$ cat src/rtl/pipo_ctrl_pkg.sv
// Shared types and constants for the PIPO load arbiter: FSM state encoding,
// default widths and the round-robin pointer wrap helper.
package pipo_ctrl_pkg;

   localparam int DEF_NUM_REQ    = 4;
   localparam int DEF_DATA_WIDTH = 4;
   localparam int HOLD_CNT_W     = 4;

   typedef enum logic [1:0] {
      IDLE = 2'd0,
      LOAD = 2'd1,
      HOLD = 2'd2,
      DONE = 2'd3
   } pipo_state_e;

   // Index that follows v in a ring of n requesters.
   function automatic int wrap_inc(input int v, input int n);
      return (v + 1 >= n) ? 0 : v + 1;
   endfunction

endpackage

$ cat src/rtl/pipo_rr_picker.sv
// Combinational round-robin picker: first set request at or after ptr_i,
// wrapping, reported as one-hot, index and valid.
module pipo_rr_picker
   import pipo_ctrl_pkg::*;
#(
   parameter int NUM_REQ = DEF_NUM_REQ,
   parameter int IDX_W   = $clog2(NUM_REQ)
) (
   input  logic [NUM_REQ-1:0] req_i,
   input  logic [IDX_W-1:0]   ptr_i,
   output logic [NUM_REQ-1:0] grant_o,
   output logic [IDX_W-1:0]   idx_o,
   output logic               valid_o
);

   logic [IDX_W-1:0] cand;

   always_comb begin
      // NOTE: every output gets a default before the loop, so no path through
      // this block can leave a value unassigned and infer a latch.
      grant_o = '0;
      idx_o   = '0;
      valid_o = 1'b0;
      cand    = '0;
      for (int off = 0; off < NUM_REQ; off++) begin
         cand = IDX_W'((int'(ptr_i) + off) % NUM_REQ);
         if (!valid_o && req_i[cand]) begin
            grant_o[cand] = 1'b1;
            idx_o         = cand;
            valid_o       = 1'b1;
         end
      end
   end

endmodule

$ cat src/rtl/pipo_load_arbiter.sv
// Round-robin owner of a shared PIPO register: grants one requester, strobes
// its data into the PIPO, holds ownership HOLD_CYCLES cycles, then pulses done.
module pipo_load_arbiter
   import pipo_ctrl_pkg::*;
#(
   parameter int NUM_REQ     = DEF_NUM_REQ,
   parameter int DATA_WIDTH  = DEF_DATA_WIDTH,
   parameter int HOLD_CYCLES = 2
) (
   input  logic                          Clk_In,
   input  logic                          Reset_In,
   input  logic                          Enable_In,
   input  logic [NUM_REQ-1:0]            Req_In,
   input  logic [NUM_REQ*DATA_WIDTH-1:0] Req_Data_In,
   output logic [NUM_REQ-1:0]            Grant_Out,
   output logic [$clog2(NUM_REQ)-1:0]    Owner_Out,
   output logic [NUM_REQ-1:0]            Done_Out,
   output logic                          Busy_Out,
   output logic                          Pipo_Enable_Out,
   output logic                          Pipo_Load_Out,
   output logic [DATA_WIDTH-1:0]         Pipo_Data_Out
);

   localparam int IDX_W = $clog2(NUM_REQ);
   localparam logic [HOLD_CNT_W-1:0] CNT_ONE  = HOLD_CNT_W'(1);
   localparam logic [HOLD_CNT_W-1:0] CNT_INIT = HOLD_CNT_W'(HOLD_CYCLES);

   pipo_state_e             state_q;
   logic [HOLD_CNT_W-1:0]   cnt_q;
   logic [IDX_W-1:0]        rr_q;
   logic [NUM_REQ-1:0]      grant_q;
   logic [IDX_W-1:0]        owner_q;
   logic [NUM_REQ-1:0]      done_q;
   logic [DATA_WIDTH-1:0]   data_q;

   logic [NUM_REQ-1:0]      pick_oh;
   logic [IDX_W-1:0]        pick_idx;
   logic                    pick_valid;
   logic [DATA_WIDTH-1:0]   data_d;

   pipo_rr_picker #(
      .NUM_REQ (NUM_REQ),
      .IDX_W   (IDX_W)
   ) u_picker (
      .req_i   (Req_In),
      .ptr_i   (rr_q),
      .grant_o (pick_oh),
      .idx_o   (pick_idx),
      .valid_o (pick_valid)
   );

   // Winner's data slice, captured only on the grant edge.
   always_comb begin
      data_d = '0;
      for (int i = 0; i < NUM_REQ; i++) begin
         if (pick_oh[i]) data_d = Req_Data_In[i*DATA_WIDTH +: DATA_WIDTH];
      end
   end

   // NOTE: all state below uses non-blocking assignments so every register
   // samples the pre-edge values of the others, whatever the statement order.
   always_ff @(posedge Clk_In or posedge Reset_In) begin
      if (Reset_In) begin
         state_q <= IDLE;
         cnt_q   <= '0;
         rr_q    <= '0;
         grant_q <= '0;
         owner_q <= '0;
         done_q  <= '0;
         data_q  <= '0;
      end else if (Enable_In) begin
         unique case (state_q)
            IDLE: begin
               if (pick_valid) begin
                  state_q <= LOAD;
                  grant_q <= pick_oh;
                  owner_q <= pick_idx;
                  data_q  <= data_d;
               end
            end
            LOAD: begin
               cnt_q <= CNT_INIT;
               if (HOLD_CYCLES == 0) begin
                  state_q <= DONE;
                  done_q  <= grant_q;
               end else begin
                  state_q <= HOLD;
               end
            end
            HOLD: begin
               cnt_q <= cnt_q - CNT_ONE;
               if (cnt_q == CNT_ONE) begin
                  state_q <= DONE;
                  done_q  <= grant_q;
               end
            end
            DONE: begin
               state_q <= IDLE;
               done_q  <= '0;
               grant_q <= '0;
               owner_q <= '0;
               rr_q    <= IDX_W'(wrap_inc(int'(owner_q), NUM_REQ));
            end
         endcase
      end
   end

   // The load strobe is gated so a frozen controller never re-strobes the PIPO.
   assign Pipo_Enable_Out = Enable_In;
   assign Pipo_Load_Out   = (state_q == LOAD) & Enable_In;
   assign Pipo_Data_Out   = data_q;
   assign Grant_Out       = grant_q;
   assign Owner_Out       = owner_q;
   assign Done_Out        = done_q;
   assign Busy_Out        = (state_q != IDLE);

endmodule

$ cat config.mk
export PLATFORM = sky130hd
export DESIGN_NAME = pipo_load_arbiter
export DESIGN_NICKNAME = d
export VERILOG_FILES = /design/src/rtl/pipo_ctrl_pkg.sv /design/src/rtl/pipo_rr_picker.sv /design/src/rtl/pipo_load_arbiter.sv
export SDC_FILE = /design/constraint.sdc
export NUM_CORES = 1
export LEC_CHECK = 0
export CAP_MARGIN = 20
export CELL_PAD_IN_SITES_DETAIL_PLACEMENT = 0
export CELL_PAD_IN_SITES_GLOBAL_PLACEMENT = 2
export CORE_MARGIN = 3
export CORE_UTILIZATION = 30
export CTS_CLUSTER_SIZE = 28
export DETAILED_ROUTE_END_ITERATION = 7
export PLACE_DENSITY = 0.76
export SYNTH_ARGS = -nofsm -noshare
export SYNTH_HDL_FRONTEND = slang
export SYNTH_SLANG_ARGS = --single-unit
export TNS_END_PERCENT = 100
$ cat constraint.sdc
create_clock -name Clk_In -period 3.7 [get_ports Clk_In]
set_clock_uncertainty 0.05 [all_clocks]
set_input_delay 0.555 -clock Clk_In [delete_from_list [all_inputs] [get_ports Clk_In]]
set_output_delay 0.555 -clock Clk_In [all_outputs]
set_load 0.01 [all_outputs]
-- Yosys cells after proc, flatten, opt, wreduce, memory -nomap -nowiden
Cells that the tools add are included.
- output and inout bits: 17
- word-level logic and storage cells: 95
- bits of input ports: 23
- flip-flop bits (word level): 22
- bitwise operators: 4
- magnitude comparators: 9
- $add $sub $neg: 5
- eq/ne operators: 6
- multiplexer cells: 43
- reductions and logical operators: 21
- operator list (operator ; count):
    2-to-1 mux 4 bit ; 10
    one-hot mux 4 bit (2 select lines) ; 3
    2-to-1 mux 2 bit ; 8
    < comparator 2 x 3 -> 1 bit (second input constant) ; 4
    2-to-1 mux 1 bit ; 12
    bitwise OR 4 bit ; 3
    AND reduction 3 bit ; 4
    binary-select mux 1 bit (select 2 bit) ; 4
    demux 1 bit (select 2 bit) ; 4
    >= comparator 2 x 1 -> 1 bit (second input constant) ; 4
    one-hot mux 2 bit (4 select lines) ; 1
    nonzero test 2 bit ; 4
    logical AND 1 bit ; 7
    adder 2 bit (second input constant) ; 2
    equality test 2 bit (second input constant) ; 2
    equality test 4 x 1 -> 1 bit (second input constant) ; 1
    != test 2 bit (second input constant) ; 2
    one-hot mux 2 bit (2 select lines) ; 1
    AND reduction 2 bit ; 2
    subtractor 4 x 1 -> 4 bit (second input constant) ; 1
    adder 2 x 1 -> 3 bit (second input constant) ; 1
    >= comparator 3 bit (second input constant) ; 1
    logical NOT 1 bit ; 3
    adder 2 x 1 -> 2 bit (second input constant) ; 1
    3 further kinds ; 3

-- Logic depth before layout (Yosys ltp)
- depth in word-level cells: 16
- depth in mapped cells: 10
- gate-level depth less buffers: 8

-- Hierarchy
From an unflattened synthesis, not the netlist that was laid out.
- cells, all modules: 167
- area total of the unflattened synthesis: 1747.9 µm²
- modules (own cells, without submodules) (module ; times used ; cells each ; area an instance (µm²) ; sequential area each (µm²)):
    pipo_load_arbiter ; 1 ; 122 ; 1328.8 ; 550.5
    pipo_rr_picker ; 1 ; 45 ; 419.2 ; 0.0

-- Worst setup path after synthesis
No wires, ideal clock.
- path kind: register -> register
- from: register rr_q[0]
- to: register data_q[0], in the netlist Pipo_Data_Out[0]
- cell stages (with the launch flop): 11
- required time: 3.525 ns
- setup time: 0.125 ns
- period minus slack after synthesis: 2.813 ns
- setup slack: 0.887 ns
- arrival time: 2.638 ns
- path buffers: 2
- cell sequence: dfrtp_1 > buf_6 > inv_1 > ha_1 > buf_2 > or3b_4 > a2111oi_4 > o21ai_1 > and3_4 > a211oi_2 > o21ai_1
- longest elaborated chain between the ends: 16
- elaborated cells between the ends (all ways): 53
- classes of those cells: add/sub: 3; order compare: 8; mux: 28; bitwise: 3; reduce/logical: 11
- ends and longest elaborated chain (item ; RTL line ; source):
    start: declaration ; pipo_load_arbiter.sv:30 ; logic [IDX_W-1:0] rr_q;
    start signal: assignment ; pipo_load_arbiter.sv:102 ; rr_q <= IDX_W'(wrap_inc(int'(owner_q), NUM_REQ));
    branches (longest 16 deep; another with < comparator 2 x 3 -> 1 bit) ; - ;
    end signal: assignment ; pipo_load_arbiter.sv:78 ; data_q <= data_d;
    end: declaration ; pipo_load_arbiter.sv:34 ; logic [DATA_WIDTH-1:0] data_q;
Several ways; the timed one is not identified. The select of a mux whose other input is x is not followed.
A chain may end at the register's enable or synchronous reset.

-- Final worst setup path
Same ends and word-level chain as after synthesis.

==> flow_summary.ini <==
[global_routing]
grt-ovfl-total = 0
grt_max_degree = 23
antenna_found_initial = 0
grt_usage = 0.132
grt_pass1_vias = 1542
grt_first_pass_wirelength_mm = 7.73

[pwr]
powerDensity_nw_per_um2 = 743
leakagePower_nw = 0.954
combPwrFrac = 0.658
p_clk_frac = 0.104
internal_power_mw = 0.947
sequentialPowerShare = 0.238
power_switching_mw = 0.768
swShare = 0.448
ir_drop_mv = 0.226

[die]
initial_core_util = 0.320
die_area_um2 = 7050
io_pins = 40
die_h_um = 84.0
fp-row-count = 27
core-area_um2 = 5710
fp.dieW_um = 84.0

[worst_setup_path]
cp.arrival_ps = 3010
worstSetupStartpoint = rr_q[0]
r2r_cells = 8
required_ps = 3810
worstSetupEndpointType = register
timing.rr.end = Pipo_Data_Out[0]
worst-path-max-fanout = 10
critPathLaunchType = register
critPathKind = register to register
rr_startpoint = rr_q[0]
ff2ff_setup_slack_ps = 800
critPathCapture = Pipo_Data_Out[0]

[drt]
wl_per_cell_um = 14.6
dr.pass1.iters = 5
wl_mm = 4.56
vias = 1607
first_iter_violations = 63
post-route-drc-count = 0
via_per_inst = 5.13
ant_nets = 0

[finish]
register_area_um2 = 551
multi_input_area_um2 = 1130
fin_area_um2 = 2310
layout-drive-gt1-share = 0.104
layout_common_cells = 39 x clkdlybuf4s50_1, 33 x nand2_1, 22 x dfrtp_1
n_antenna_cell = 0
syn2layout_area_growth_pct = 26.5
fill_cells = 578
finalNetCount = 279
mostFrequentLayoutCell = clkdlybuf4s50_1

[worst_hold_path]
worstHoldPathType = register to register

[synthesis]
synth.distinct_cells = 52
yosys_register_bits = 22
yosys_warnings = 0
synth_enable_flop_cells = 0
syn_inst = 206
syn_nets = 243
avgSynthCellArea_um2 = 8.86
synth_ff_type = dfrtp_1
async_flop_share = 1.00
netlist_area_um2 = 1820
yosysSeqAreaShare = 0.302

[clock_tree]
clkSlewWorstSetupHoldPaths_ps = 90
post_cts_buffers = 0
numClockSinks = 22
tritoncts = built
clk_latency_ps = 270
cts_root_buf = clkbuf_8
hold_buffers = 0
h-tree-depth = 1
cts_resized = 0
cts_buffer_depth = 2
numCtsBuffers = 3

[timing]
max_freq_mhz = 345
tightest_slew_ps = 874
rsz0062_at_grt = no
min_period_over_period = 0.782
setup_viol = 0
drv_slew = 0
min_period_ps = 2900
setup_tns_ps = 0
maxSlewHeadroom = 0.417
hold_viol = 0
setup_ws_ps = 805

[placement]
place_hpwl_mm = 3.52
port_buffers = 39
placed_area_um2 = 2250
pre_cts_slack_ps = 593
routabilityCongestion = 0.737

[run_status]
status = completed

[job]
maxCapViolCount = 0
[stage by stage]
step	total power, mW	utilization	hold WS (ps)	cells
6_report	1.72	0.404	433	313
5_1_grt	1.86	0.404	444	313
4_1_cts	1.73	0.404	434	313
3_5_place_dp	1.54	0.395	422	309
3_3_place_gp	1.55	0.395	416	309
2_1_floorplan	1.20	-	393	206
[worst max-delay path, stage by stage (launching register included)]
cell and delay [ps]:
dfrtp_1 390, inv_1 260, ha_1 410, or3b_4 430, a2111oi_4 490, o21ai_1 210
and3_4 250, a211oi_2 210, o21ai_1 80
[worst min-delay path by stage]
stage                   to  cells past startpoint        start  slack (ps)
6_report          cnt_q[3]                      1     cnt_q[3]         430
5_1_grt           cnt_q[3]                      1     cnt_q[3]         440
4_1_cts           cnt_q[3]                      1     cnt_q[3]         430
3_5_place_dp   Done_Out[3]                      2  Done_Out[3]         420
3_3_place_gp   Done_Out[0]                      2  Done_Out[0]         420
2_1_floorplan     cnt_q[3]                      1     cnt_q[3]         390
[power groups by stage]
stage,clock network (mW),logic [mW],registers (mW)
final,0.179,1.13,0.408
after global routing,0.192,1.25,0.424
after CTS,0.182,1.13,0.411
after detailed placement,0,1.13,0.416
after floorplan,0,0.757,0.439
after global placement,0,1.14,0.414
[cell usage after synthesis, types with 2 or more instances]
library cell	instances	share of area
o21ai_0	16	0.044
o31ai_1	3	0.012
o2111ai_1	2	0.0096
nor3b_1	3	0.012
a21oi_1	5	0.014
buf_2	5	0.014
a211oi_2	4	0.027
a22o_1	4	0.019
nand3_1	3	0.0082
nand3b_1	4	0.016
a31oi_1	8	0.027
o21ai_1	6	0.016
o221ai_1	4	0.019
mux4_2	2	0.025
buf_6	3	0.019
o211ai_1	3	0.012
clkbuf_1	2	0.0041
nand2b_1	2	0.0069
ha_1	14	0.096
a21o_1	2	0.0082
nor3_1	2	0.0055
dfrtp_1	22	0.30
nor2_1	7	0.014
o31a_1	2	0.0096
nand2_1	33	0.068
inv_1	19	0.039
[layout make-up]
| type | count | share of cell area |
|---|---|---|
| multi-input combinational | 154 | 0.489 |
| timing repair buffer | 42 | 0.179 |
| inverter | 19 | 0.0309 |
| clock buffer | 4 | 0.0238 |
| tap | 72 | 0.0390 |
| sequential | 22 | 0.238 |
[registers in the layout (all words and copies together), names as in the netlist]
signal / cells
rr_q: 2
Grant_Out: 4
state_q: 2
Pipo_Data_Out: 4
Done_Out: 4
cnt_q: 4
Owner_Out: 2
[kinds of logic after synthesis]
family                   after synthesis  share of synthesized area
AO/OA/AOI/OAI                         65                      0.261
adder cells (fa/ha/maj)               14                     0.0960
buffers and inverters                 30                     0.0796
flip-flops                            22                      0.302
multiplexers                           5                     0.0508
AND/OR/NAND/NOR                       70                      0.211
[layer usage]
layer	vias up	track usage	wire [um]
met5	-	0	0
met4	0	0.0439	62
met3	5	0.0217	212
met2	43	0.200	1980
met1	736	0.188	2300
li1	823	-	-
Power figures use the tool's default switching activity.
